`src/rtl/fifo_wr_arbiter_pkg.sv`:
```
// Shared types and width helpers for the FIFO write-port arbiter.
package fifo_wr_arbiter_pkg;

  typedef enum logic {
    ARB_IDLE = 1'b0,
    ARB_BUSY = 1'b1
  } arb_state_e;

  // Width of an index into n requesters; never zero so single-bit ports stay legal.
  function automatic int idx_width(input int n);
    return (n > 1) ? $clog2(n) : 1;
  endfunction

  // Width of the per-grant beat counter; an unlimited burst still gets a 1-bit stub.
  function automatic int cnt_width(input int max_burst);
    return (max_burst > 0) ? $clog2(max_burst + 1) : 1;
  endfunction

endpackage

```
`src/rtl/fifo_wr_arbiter_rr_pick.sv`:
```
// Combinational round-robin picker: first set request at or above ptr, wrapping.
module rr_pick
  import fifo_wr_arbiter_pkg::*;
#(
  parameter int N = 4,
  localparam int IW = idx_width(N)
) (
  input  logic [N-1:0]  req_i,
  input  logic [IW-1:0] ptr_i,
  output logic [N-1:0]  gnt_o,
  output logic [IW-1:0] gnt_idx_o,
  output logic          any_o
);

  logic [N-1:0] rot;
  int           off;
  int           sum;

  // Rotate requests so ptr lands at bit 0, take the lowest set bit, then un-rotate the index.
  always_comb begin
    rot   = N'({req_i, req_i} >> ptr_i);
    any_o = |rot;
    off   = 0;
    for (int i = N - 1; i >= 0; i--) begin
      if (rot[i]) off = i;
    end
    sum = int'(ptr_i) + off;
    if (sum >= N) sum = sum - N;
    gnt_idx_o = IW'(sum);
    gnt_o     = '0;
    for (int k = 0; k < N; k++) begin
      gnt_o[k] = any_o && (sum == k);
    end
  end

endmodule

```
`src/rtl/fifo_wr_arbiter.sv`:
```
// Round-robin, packet-holding arbiter for the write port of a dual-clock FIFO.
//
//  state    | meaning
//  ---------+-------------------------------------------------------------
//  ARB_IDLE | no grant; arbitration bubble, picks next requester if any
//  ARB_BUSY | grant held for one requester until LAST or burst cap
module fifo_wr_arbiter
  import fifo_wr_arbiter_pkg::*;
#(
  parameter int N_REQ      = 4,
  parameter int DATA_WIDTH = 32,
  parameter int MAX_BURST  = 0
) (
  input  logic                        i_clk,
  input  logic                        i_rst_n,
  input  logic [N_REQ-1:0]            i_req_valid,
  input  logic [N_REQ-1:0]            i_req_last,
  input  logic [N_REQ*DATA_WIDTH-1:0] i_req_data,
  output logic [N_REQ-1:0]            o_req_ready,
  input  logic                        i_wr_full,
  output logic                        o_wr_en,
  output logic [DATA_WIDTH-1:0]       o_wr_data,
  output logic [N_REQ-1:0]            o_grant,
  output logic                        o_busy
);

  localparam int IW = idx_width(N_REQ);
  localparam int CW = cnt_width(MAX_BURST);
  localparam logic [CW-1:0] CAP_LAST = (MAX_BURST > 0) ? CW'(MAX_BURST - 1) : '0;

  arb_state_e            state_q, state_d;
  logic [N_REQ-1:0]      grant_q, grant_d;
  logic [IW-1:0]         idx_q, idx_d;
  logic [IW-1:0]         ptr_q, ptr_d;
  logic [CW-1:0]         cnt_q, cnt_d;

  logic [N_REQ-1:0]      pick_gnt;
  logic [IW-1:0]         pick_idx;
  logic                  pick_any;

  logic                  busy;
  logic                  sel_valid;
  logic                  sel_last;
  logic [DATA_WIDTH-1:0] sel_data;
  logic                  accept;
  logic                  cap_hit;
  logic                  rel;

  rr_pick #(.N(N_REQ)) u_rr_pick (
    .req_i     (i_req_valid),
    .ptr_i     (ptr_q),
    .gnt_o     (pick_gnt),
    .gnt_idx_o (pick_idx),
    .any_o     (pick_any)
  );

  // Select the granted requester's beat; one-hot grant makes this a plain AND-OR mux.
  always_comb begin
    sel_valid = 1'b0;
    sel_last  = 1'b0;
    sel_data  = '0;
    for (int k = 0; k < N_REQ; k++) begin
      if (grant_q[k]) begin
        sel_valid = i_req_valid[k];
        sel_last  = i_req_last[k];
        sel_data  = i_req_data[k*DATA_WIDTH +: DATA_WIDTH];
      end
    end
  end

  // Handshake and FIFO-side outputs; full back-pressures combinationally.
  always_comb begin
    busy        = (state_q == ARB_BUSY);
    o_busy      = busy;
    o_grant     = grant_q;
    o_req_ready = (busy && !i_wr_full) ? grant_q : '0;
    o_wr_en     = busy && sel_valid && !i_wr_full;
    o_wr_data   = sel_data;
    accept      = o_wr_en;
    cap_hit     = (MAX_BURST != 0) && (cnt_q == CAP_LAST);
    rel         = accept && (sel_last || cap_hit);
  end

  // Next-state logic: grant on the idle bubble, hold through the packet, release once.
  always_comb begin
    state_d = state_q;
    grant_d = grant_q;
    idx_d   = idx_q;
    ptr_d   = ptr_q;
    cnt_d   = cnt_q;
    unique case (state_q)
      ARB_IDLE: begin
        if (pick_any) begin
          state_d = ARB_BUSY;
          grant_d = pick_gnt;
          idx_d   = pick_idx;
          cnt_d   = '0;
        end
      end
      ARB_BUSY: begin
        if (rel) begin
          state_d = ARB_IDLE;
          grant_d = '0;
          cnt_d   = '0;
          ptr_d   = (idx_q == IW'(N_REQ - 1)) ? '0 : idx_q + 1'b1;
        end else if (accept && (MAX_BURST != 0)) begin
          cnt_d = cnt_q + 1'b1;
        end
      end
      default: begin
        state_d = ARB_IDLE;
        grant_d = '0;
      end
    endcase
  end

  // State, grant, pointer and beat-count registers.
  always_ff @(posedge i_clk or negedge i_rst_n) begin
    if (!i_rst_n) begin
      state_q <= ARB_IDLE;
      grant_q <= '0;
      idx_q   <= '0;
      ptr_q   <= '0;
      cnt_q   <= '0;
    end else begin
      state_q <= state_d;
      grant_q <= grant_d;
      idx_q   <= idx_d;
      ptr_q   <= ptr_d;
      cnt_q   <= cnt_d;
    end
  end

  // Grant is one-hot or empty, writes only happen under a held grant with room, busy mirrors grant.
  a_grant_onehot: assert property (@(posedge i_clk) disable iff (!i_rst_n) $onehot0(o_grant));
  a_wr_legal:     assert property (@(posedge i_clk) disable iff (!i_rst_n) o_wr_en |-> (!i_wr_full && o_busy));
  a_busy_grant:   assert property (@(posedge i_clk) disable iff (!i_rst_n) o_busy == (|o_grant));

endmodule

```
`config.mk`:
```
export PLATFORM = sky130hd
export DESIGN_NAME = fifo_wr_arbiter
export DESIGN_NICKNAME = d
export VERILOG_FILES = /design/src/rtl/fifo_wr_arbiter_pkg.sv /design/src/rtl/fifo_wr_arbiter_rr_pick.sv /design/src/rtl/fifo_wr_arbiter.sv
export SDC_FILE = /design/constraint.sdc
export NUM_CORES = 1
export LEC_CHECK = 0
export ABC_AREA = 1
export CELL_PAD_IN_SITES_DETAIL_PLACEMENT = 1
export CELL_PAD_IN_SITES_GLOBAL_PLACEMENT = 2
export CORE_MARGIN = 2
export CORE_UTILIZATION = 10
export DETAILED_ROUTE_END_ITERATION = 7
export PLACE_DENSITY_LB_ADDON = 0.1
export SYNTH_ARGS = -nofsm -noshare
export SYNTH_HDL_FRONTEND = slang
export SYNTH_SLANG_ARGS = --single-unit
```
`constraint.sdc`:
```
create_clock -name i_clk -period 1.9 [get_ports i_clk]
set_input_delay 0.57 -clock i_clk [delete_from_list [all_inputs] [get_ports i_clk]]
set_output_delay 0.57 -clock i_clk [all_outputs]
set_load 0.005 [all_outputs]
```
==> results of run 1 <==
[per-stage QoR]
step                instance area [sq um]  hold WS (ns)  instances
floorplan                            1680         0.274        315
global placement                     4020         0.505        729
detailed placement                   4020         0.515        729
CTS                                  4480         0.520        758
global route                         4730         0.569        759
finish                               4730         0.519        759
[worst max path at each step]
| stage | endpoint | from | slack [ns] | depth (start not counted) |
|---|---|---|---|---|
| 2_1_floorplan | o_grant[0] | ptr_q[0] | -0.09 | 13 |
| 3_3_place_gp | o_grant[0] | i_req_valid[1] | -0.88 | 12 |
| 3_5_place_dp | o_grant[0] | i_req_valid[1] | -0.88 | 12 |
| 4_1_cts | o_wr_data[6] | o_grant[1] | -0.33 | 8 |
| 5_1_grt | o_wr_data[29] | o_grant[1] | -0.37 | 9 |
| 6_report | o_wr_data[16] | o_grant[1] | -0.27 | 9 |
[power breakdown]
part	total [mW]	internal [mW]	switching [mW]
registers	0.415	0.280	0.135
logic	5.25	2.72	2.53
clock network	0.373	0.281	0.0925
total	6.04	3.28	2.76
[per-layer routing]
layer | track usage [%] | part of all wire (%)
met4 | 1.09 | 0.12
met1 | 17.3 | 44
met3 | 2.70 | 5.4
met2 | 24.9 | 51
met5 | 0 | 0
[layout by cell type (no fill, tap or decap), drive strengths merged, types with 4 or more instances in the layout]
cell type / synthesis / final
clkdlybuf4s15: 0 / 4
a21oi: 37 / 37
nand3: 16 / 16
clkdlybuf4s50: 0 / 131
inv: 14 / 13
clkbuf: 9 / 5
nand2: 131 / 131
dlymetal6s2s: 0 / 4
dfrtp: 9 / 9
nor2: 12 / 12
o21ai: 68 / 68
buf: 12 / 103
[kinds of logic after synthesis]
group,after synthesis
AND/OR/NAND/NOR,162
AO/OA/AOI/OAI,106
buffers and inverters,35
flip-flops,9
adder cells (fa/ha/maj),3
[worst max-delay path: cells and delay by family (launching register included)]
family          cells  cell delay, ns
compound gates      3            0.22
simple gates        1            0.07
flops               1            0.43
buf+inv             5            0.65
[state kept, by name, summed over array words and instances, names as in the netlist]
name,cells
ptr_q,2
o_grant,4
o_busy,1
idx_q,2
[area by class of cell]
type / count / area [sq um]
timing repair buffer: 245 / 2390
tap: 216 / 270
inverter: 14 / 61.3
multi-input combinational: 271 / 1700
fill: 1932 / 11200
clock buffer: 4 / 78.8
sequential: 9 / 229
[timing repair]
action,CTS,global route
endpoints found under the setup margin,48,45
resized for setup,216,95
buffers inserted,22,3
hold buffers,0,0
endpoints found under the hold margin,0,0
pin swaps,15,31
cloned,4,0
==> results.sh, run 1 <==
export IMPL_finalClockSkew_ns=0.00209
export IMPL_reg2reg_depth=12
export IMPL_drc=0
export IMPL_drt_vias_per_instance=3.92
export IMPL_ys_seq_elements=9
export IMPL_tns_ns=-7.28
export IMPL_violations="negative setup slack"
export IMPL_place_ws_ns=-0.876
export IMPL_syn_area_sq_um=1630
export IMPL_clkSlewWorstSetupHoldPaths_ns=0.04
export IMPL_antenna_found_initial=0
export IMPL_setup_ws_ns=-0.274
export IMPL_synth_most_common_cell="nand2_1"
export IMPL_period_needed_ns=2.17
export IMPL_crit_type="reg2out"
export IMPL_syn_inst=315
export IMPL_crit_path_cell_trace="buf_12 > buf_8 > buf_16 > buf_6 > a21oi_2 > nand2_1 > o21ai_2 > o21ai_1 > buf_2"
export IMPL_clock_sinks=9
export IMPL_die_area_sq_um=17300
export IMPL_end_kind="primary output"
export IMPL_io_buffers=180
export IMPL_clockBufferDepth=2
export IMPL_areaGrowthSynthToFinish_pct=190
export IMPL_critPathSlowestCell="dfrtp_2"
export IMPL_routed_via_count=2977
export IMPL_yosysTopAreaCellShare_pct=28.8
export IMPL_drtIter0Drc=61
export IMPL_yosysWarnings=0
export IMPL_cap_violations=0
export IMPL_crit_fanout=6
export IMPL_max_slew_worst_pin_slew_ns=0.458
export IMPL_ys_flop_type="dfrtp_1"
export IMPL_max_freq_mhz=460
export IMPL_start_util_pct=10.3
export IMPL_drv_slew=0
export IMPL_peakVddDrop_mv=0.589
export IMPL_holdPathStages=2
export IMPL_cp_required_ns=1.33
export IMPL_grt_usage_pct=13.7
export IMPL_reg2reg_to="o_grant[3]"
export IMPL_finalSetupViolCount=39
export IMPL_grt_first_pass_wirelength_um=18800
export IMPL_grt_max_degree=35
export IMPL_cts_max_level=1
export IMPL_r2r_slack_ns=-0.22
export IMPL_yosys_top_cells_area="nand2_1 (29%), o21ai_1 (21%), dfrtp_1 (14%)"
export IMPL_utilization_pct=29.8
export IMPL_fp_row_count=46
export IMPL_chipHeight_um=132
export IMPL_synth_commonest_cells="nand2_1 (125), o21ai_1 (67), a21oi_1 (36)"
export IMPL_tritoncts="built"
export IMPL_synth_compound_area_share_pct=33.6
export IMPL_drt_wl_total_um=12000
export IMPL_synthMuxAreaShare_pct=0
export IMPL_r2r_start="ptr_q[0]"
export IMPL_yosysUniqueCellTypes=22
export IMPL_clkLatencyLatePin_ns=0.23
export IMPL_cellLeakagePower_nw=2.09
export IMPL_cp_slowest_stage_delay_ns=0.43
export IMPL_synth_xor_area_share_pct=0
export IMPL_hp_start="idx_q[0]"
export IMPL_avgSynthCellArea_sq_um=5.17
export IMPL_outcome="finished, violations left"
export IMPL_firstDrtPassIters=4
export IMPL_ant_nets=0
export IMPL_finalCritPeriodShare_pct=114
export IMPL_wire_per_inst_um=15.8
export IMPL_synth_fa_ha_area_share_pct=2.76
export IMPL_rsz0062_at_grt="true"
export IMPL_core_area_sq_um=15900
export IMPL_diodes=0
export IMPL_hold_viol_final=0
export IMPL_ios=181
export IMPL_synth_top_family_by_area="simple AND/OR/NAND/NOR gates"
export IMPL_mappedNetlistNets=457
export IMPL_finalPower_mw=6.04
export IMPL_fin_nets=686
export IMPL_synth_edff_count=0
export IMPL_drive_gt1_share_pct=41.1
export IMPL_async_flop_share_pct=100
export IMPL_cp_arrival_ns=1.60
export IMPL_powerDensity_nw_per_um2=1280
export IMPL_die_w_um=132
export IMPL_synth_simple_area_share_pct=41.0
export IMPL_holdPathEnd="idx_q[0]"
export IMPL_grt_overflow_total=0
export IMPL_seq_area_frac_synth_pct=13.8
export IMPL_post_dp_hpwl_um=9240
export IMPL_ctsRootBufferMaster="clkbuf_16"
export IMPL_synth_top_area_cell="nand2_1"
export IMPL_critPathLaunchType="flop"
export IMPL_cts_inserted_buffers=3
export IMPL_relSlewSlack_pct=69.4
export IMPL_grt_pass1_vias=3175
export IMPL_hp_class="reg2reg"
export IMPL_gp_routability_congestion=0.737
(Power assumes the default switching activity.)
==> run 2: changes to the inputs <==
--- a/config.mk
+++ b/config.mk
@@ -10,6 +10,8 @@
 export CELL_PAD_IN_SITES_GLOBAL_PLACEMENT = 2
 export CORE_MARGIN = 2
 export CORE_UTILIZATION = 10
+export CTS_BUF_LIST = sky130_fd_sc_hd__clkbuf_8
+export CTS_CLUSTER_SIZE = 8
 export DETAILED_ROUTE_END_ITERATION = 7
 export PLACE_DENSITY_LB_ADDON = 0.1
 export SYNTH_ARGS = -nofsm -noshare
==> results.sh, run 2 (synthesis results as in run 1) <==
export IMPL_gp_routability_congestion=0.737
export IMPL_relSlewSlack_pct=69.5
export IMPL_largest_reg_flops=4
export IMPL_clkLatencyLatePin_ns=0.23
export IMPL_swShare_pct=47.1
export IMPL_max_freq_mhz=457
export IMPL_drt_vias_per_instance=3.92
export IMPL_crit_top_cell="buf_12"
export IMPL_die_area_sq_um=17300
export IMPL_die_w_um=132
export IMPL_finalPower_mw=5.90
export IMPL_wire_per_inst_um=15.8
export IMPL_share_comb_of_total_power_pct=89.3
export IMPL_finalClockSkew_ns=0.00197
export IMPL_clkPwrFrac_pct=3.7
export IMPL_max_slew_worst_pin_slew_ns=0.457
export IMPL_grt_usage_pct=13.6
export IMPL_stdcell_area_sq_um=4680
export IMPL_drtIter0Drc=54
export IMPL_areaGrowthSynthToFinish_pct=187
export IMPL_drv_slew=0
export IMPL_place_ws_ns=-0.876
export IMPL_finalSetupViolCount=39
export IMPL_routed_via_count=2981
export IMPL_seq_power_share_pct=7.0
export IMPL_outcome="finished, violations left"
export IMPL_chipHeight_um=132
export IMPL_critPathLaunchType="flop"
export IMPL_end_kind="primary output"
export IMPL_cp_required_ns=1.33
export IMPL_fp_row_count=46
export IMPL_setup_ws_ns=-0.288
export IMPL_final_cell_mix="clkdlybuf4s50_1 (135), nand2_1 (87), o21ai_1 (54)"
export IMPL_drive_gt1_share_pct=42.1
export IMPL_switchingPower_mw=2.78
export IMPL_cp_arrival_ns=1.62
export IMPL_grt_overflow_total=0
export IMPL_postCtsHoldBufs=0
export IMPL_firstDrtPassIters=4
export IMPL_clkSlewWorstSetupHoldPaths_ns=0.05
export IMPL_cap_violations=0
export IMPL_ctsRootBufferMaster="clkbuf_8"
export IMPL_post_dp_hpwl_um=9240
export IMPL_grt_max_degree=35
export IMPL_tritoncts="built"
export IMPL_utilization_pct=29.4
export IMPL_place_area_sq_um=4020
export IMPL_drt_wl_total_um=12000
export IMPL_violations="negative setup slack"
export IMPL_ant_nets=0
export IMPL_io_buffers=180
export IMPL_crit_type="reg2out"
export IMPL_hp_class="reg2reg"
export IMPL_core_area_sq_um=15900
export IMPL_period_needed_ns=2.19
export IMPL_crit_fanout=7
export IMPL_r2r_slack_ns=-0.22
export IMPL_cellLeakagePower_nw=2.03
export IMPL_layout_commonest_cell="clkdlybuf4s50_1"
export IMPL_ios=181
export IMPL_peakVddDrop_mv=0.559
export IMPL_critPathSlowestCell="dfrtp_2"
export IMPL_hold_viol_final=0
export IMPL_drc=0
export IMPL_intPower_mw=3.13
export IMPL_cp_slowest_stage_delay_ns=0.43
export IMPL_crit_path_cell_trace="buf_12 > buf_8 > buf_12 > buf_6 > a21oi_2 > nand2_1 > o21ai_2 > o21ai_1 > buf_2"
export IMPL_clock_sinks=9
export IMPL_fin_nets=687
export IMPL_start_util_pct=10.3
export IMPL_tns_ns=-7.50
export IMPL_clockBufferDepth=2
export IMPL_cts_inserted_buffers=3
export IMPL_antenna_found_initial=0
export IMPL_grt_pass1_vias=3196
export IMPL_grt_first_pass_wirelength_um=18700
export IMPL_rsz0062_at_grt="true"
export IMPL_cts_max_level=1
export IMPL_finalCritPeriodShare_pct=115
export IMPL_diodes=0
export IMPL_powerDensity_nw_per_um2=1260
-- run 2: cell types whose count changed in the layout (fill, tap and decap cells not counted), moves of 3 or more --
cell             change
a21oi_2              +4
a21oi_4              -5
buf_6                +3
clkbuf_16            -3
clkbuf_8             +3
clkdlybuf4s50_1      +4
dlymetal6s2s_1       -3
nand2_2              +3
o21ai_1              -4
o21ai_2              +4
-- run 2: routing by layer --
metal	track usage, %	routed length [um]	share of wire [%]
met4	0.725	15	0.12
met5	0	0	0
met1	17.1	5290	44
met2	25.0	6110	51
met3	2.82	625	5.2
-- run 2: power groups by stage --
| stage | sequential [mW] | combinational, mW | clock, mW |
|---|---|---|---|
| after floorplan | 0.368 | 1.99 | 0 |
| after global placement | 0.406 | 4.41 | 0 |
| after detailed placement | 0.409 | 4.43 | 0 |
| after CTS | 0.411 | 4.94 | 0.230 |
| after global routing | 0.428 | 5.84 | 0.238 |
| final | 0.414 | 5.27 | 0.219 |
-- run 2: path summary, 6_finish.rpt --
kind                       startpoint       endpoint  depth (start not counted)
hold / removal               idx_q[0]       idx_q[0]                          2
min in group asynchronous     i_rst_n         o_busy                          1
setup reg to reg             ptr_q[0]     o_grant[0]                         13
max in group asynchronous     i_rst_n     o_grant[3]                          1
setup / recovery           o_grant[1]  o_wr_data[11]                          9
hold reg to reg              idx_q[0]       idx_q[0]                          2
-- run 2: repair_timing --
action	CTS	global route
pin swaps	18	19
endpoints found under the setup margin	48	46
buffers inserted	24	2
cloned	4	1
resized for setup	224	83
-- run 2: area by class of cell --
class | instances | area (sq um)
multi-input cells | 272 | 1700
clock inverters | 1 | 3.75
repair buffers | 245 | 2370
clock buffers | 3 | 41.3
inverters | 14 | 61.3
fillers | 1958 | 11200
flip-flops and latches | 9 | 229
well taps | 216 | 270
-- run 2: critical path, delay by kind of cell (launching register included) --
| family | cells | cell delay (ns) |
|---|---|---|
| compound gates | 3 | 0.25 |
| buf+inv | 5 | 0.64 |
| flops | 1 | 0.43 |
| simple gates | 1 | 0.07 |
-- run 2: metrics by stage --
stage / hold slack (ns) / cells
final: 0.514 / 760
after global routing: 0.554 / 760
after CTS: 0.522 / 760
after detailed placement: 0.515 / 729
after global placement: 0.505 / 729
after floorplan: 0.274 / 315
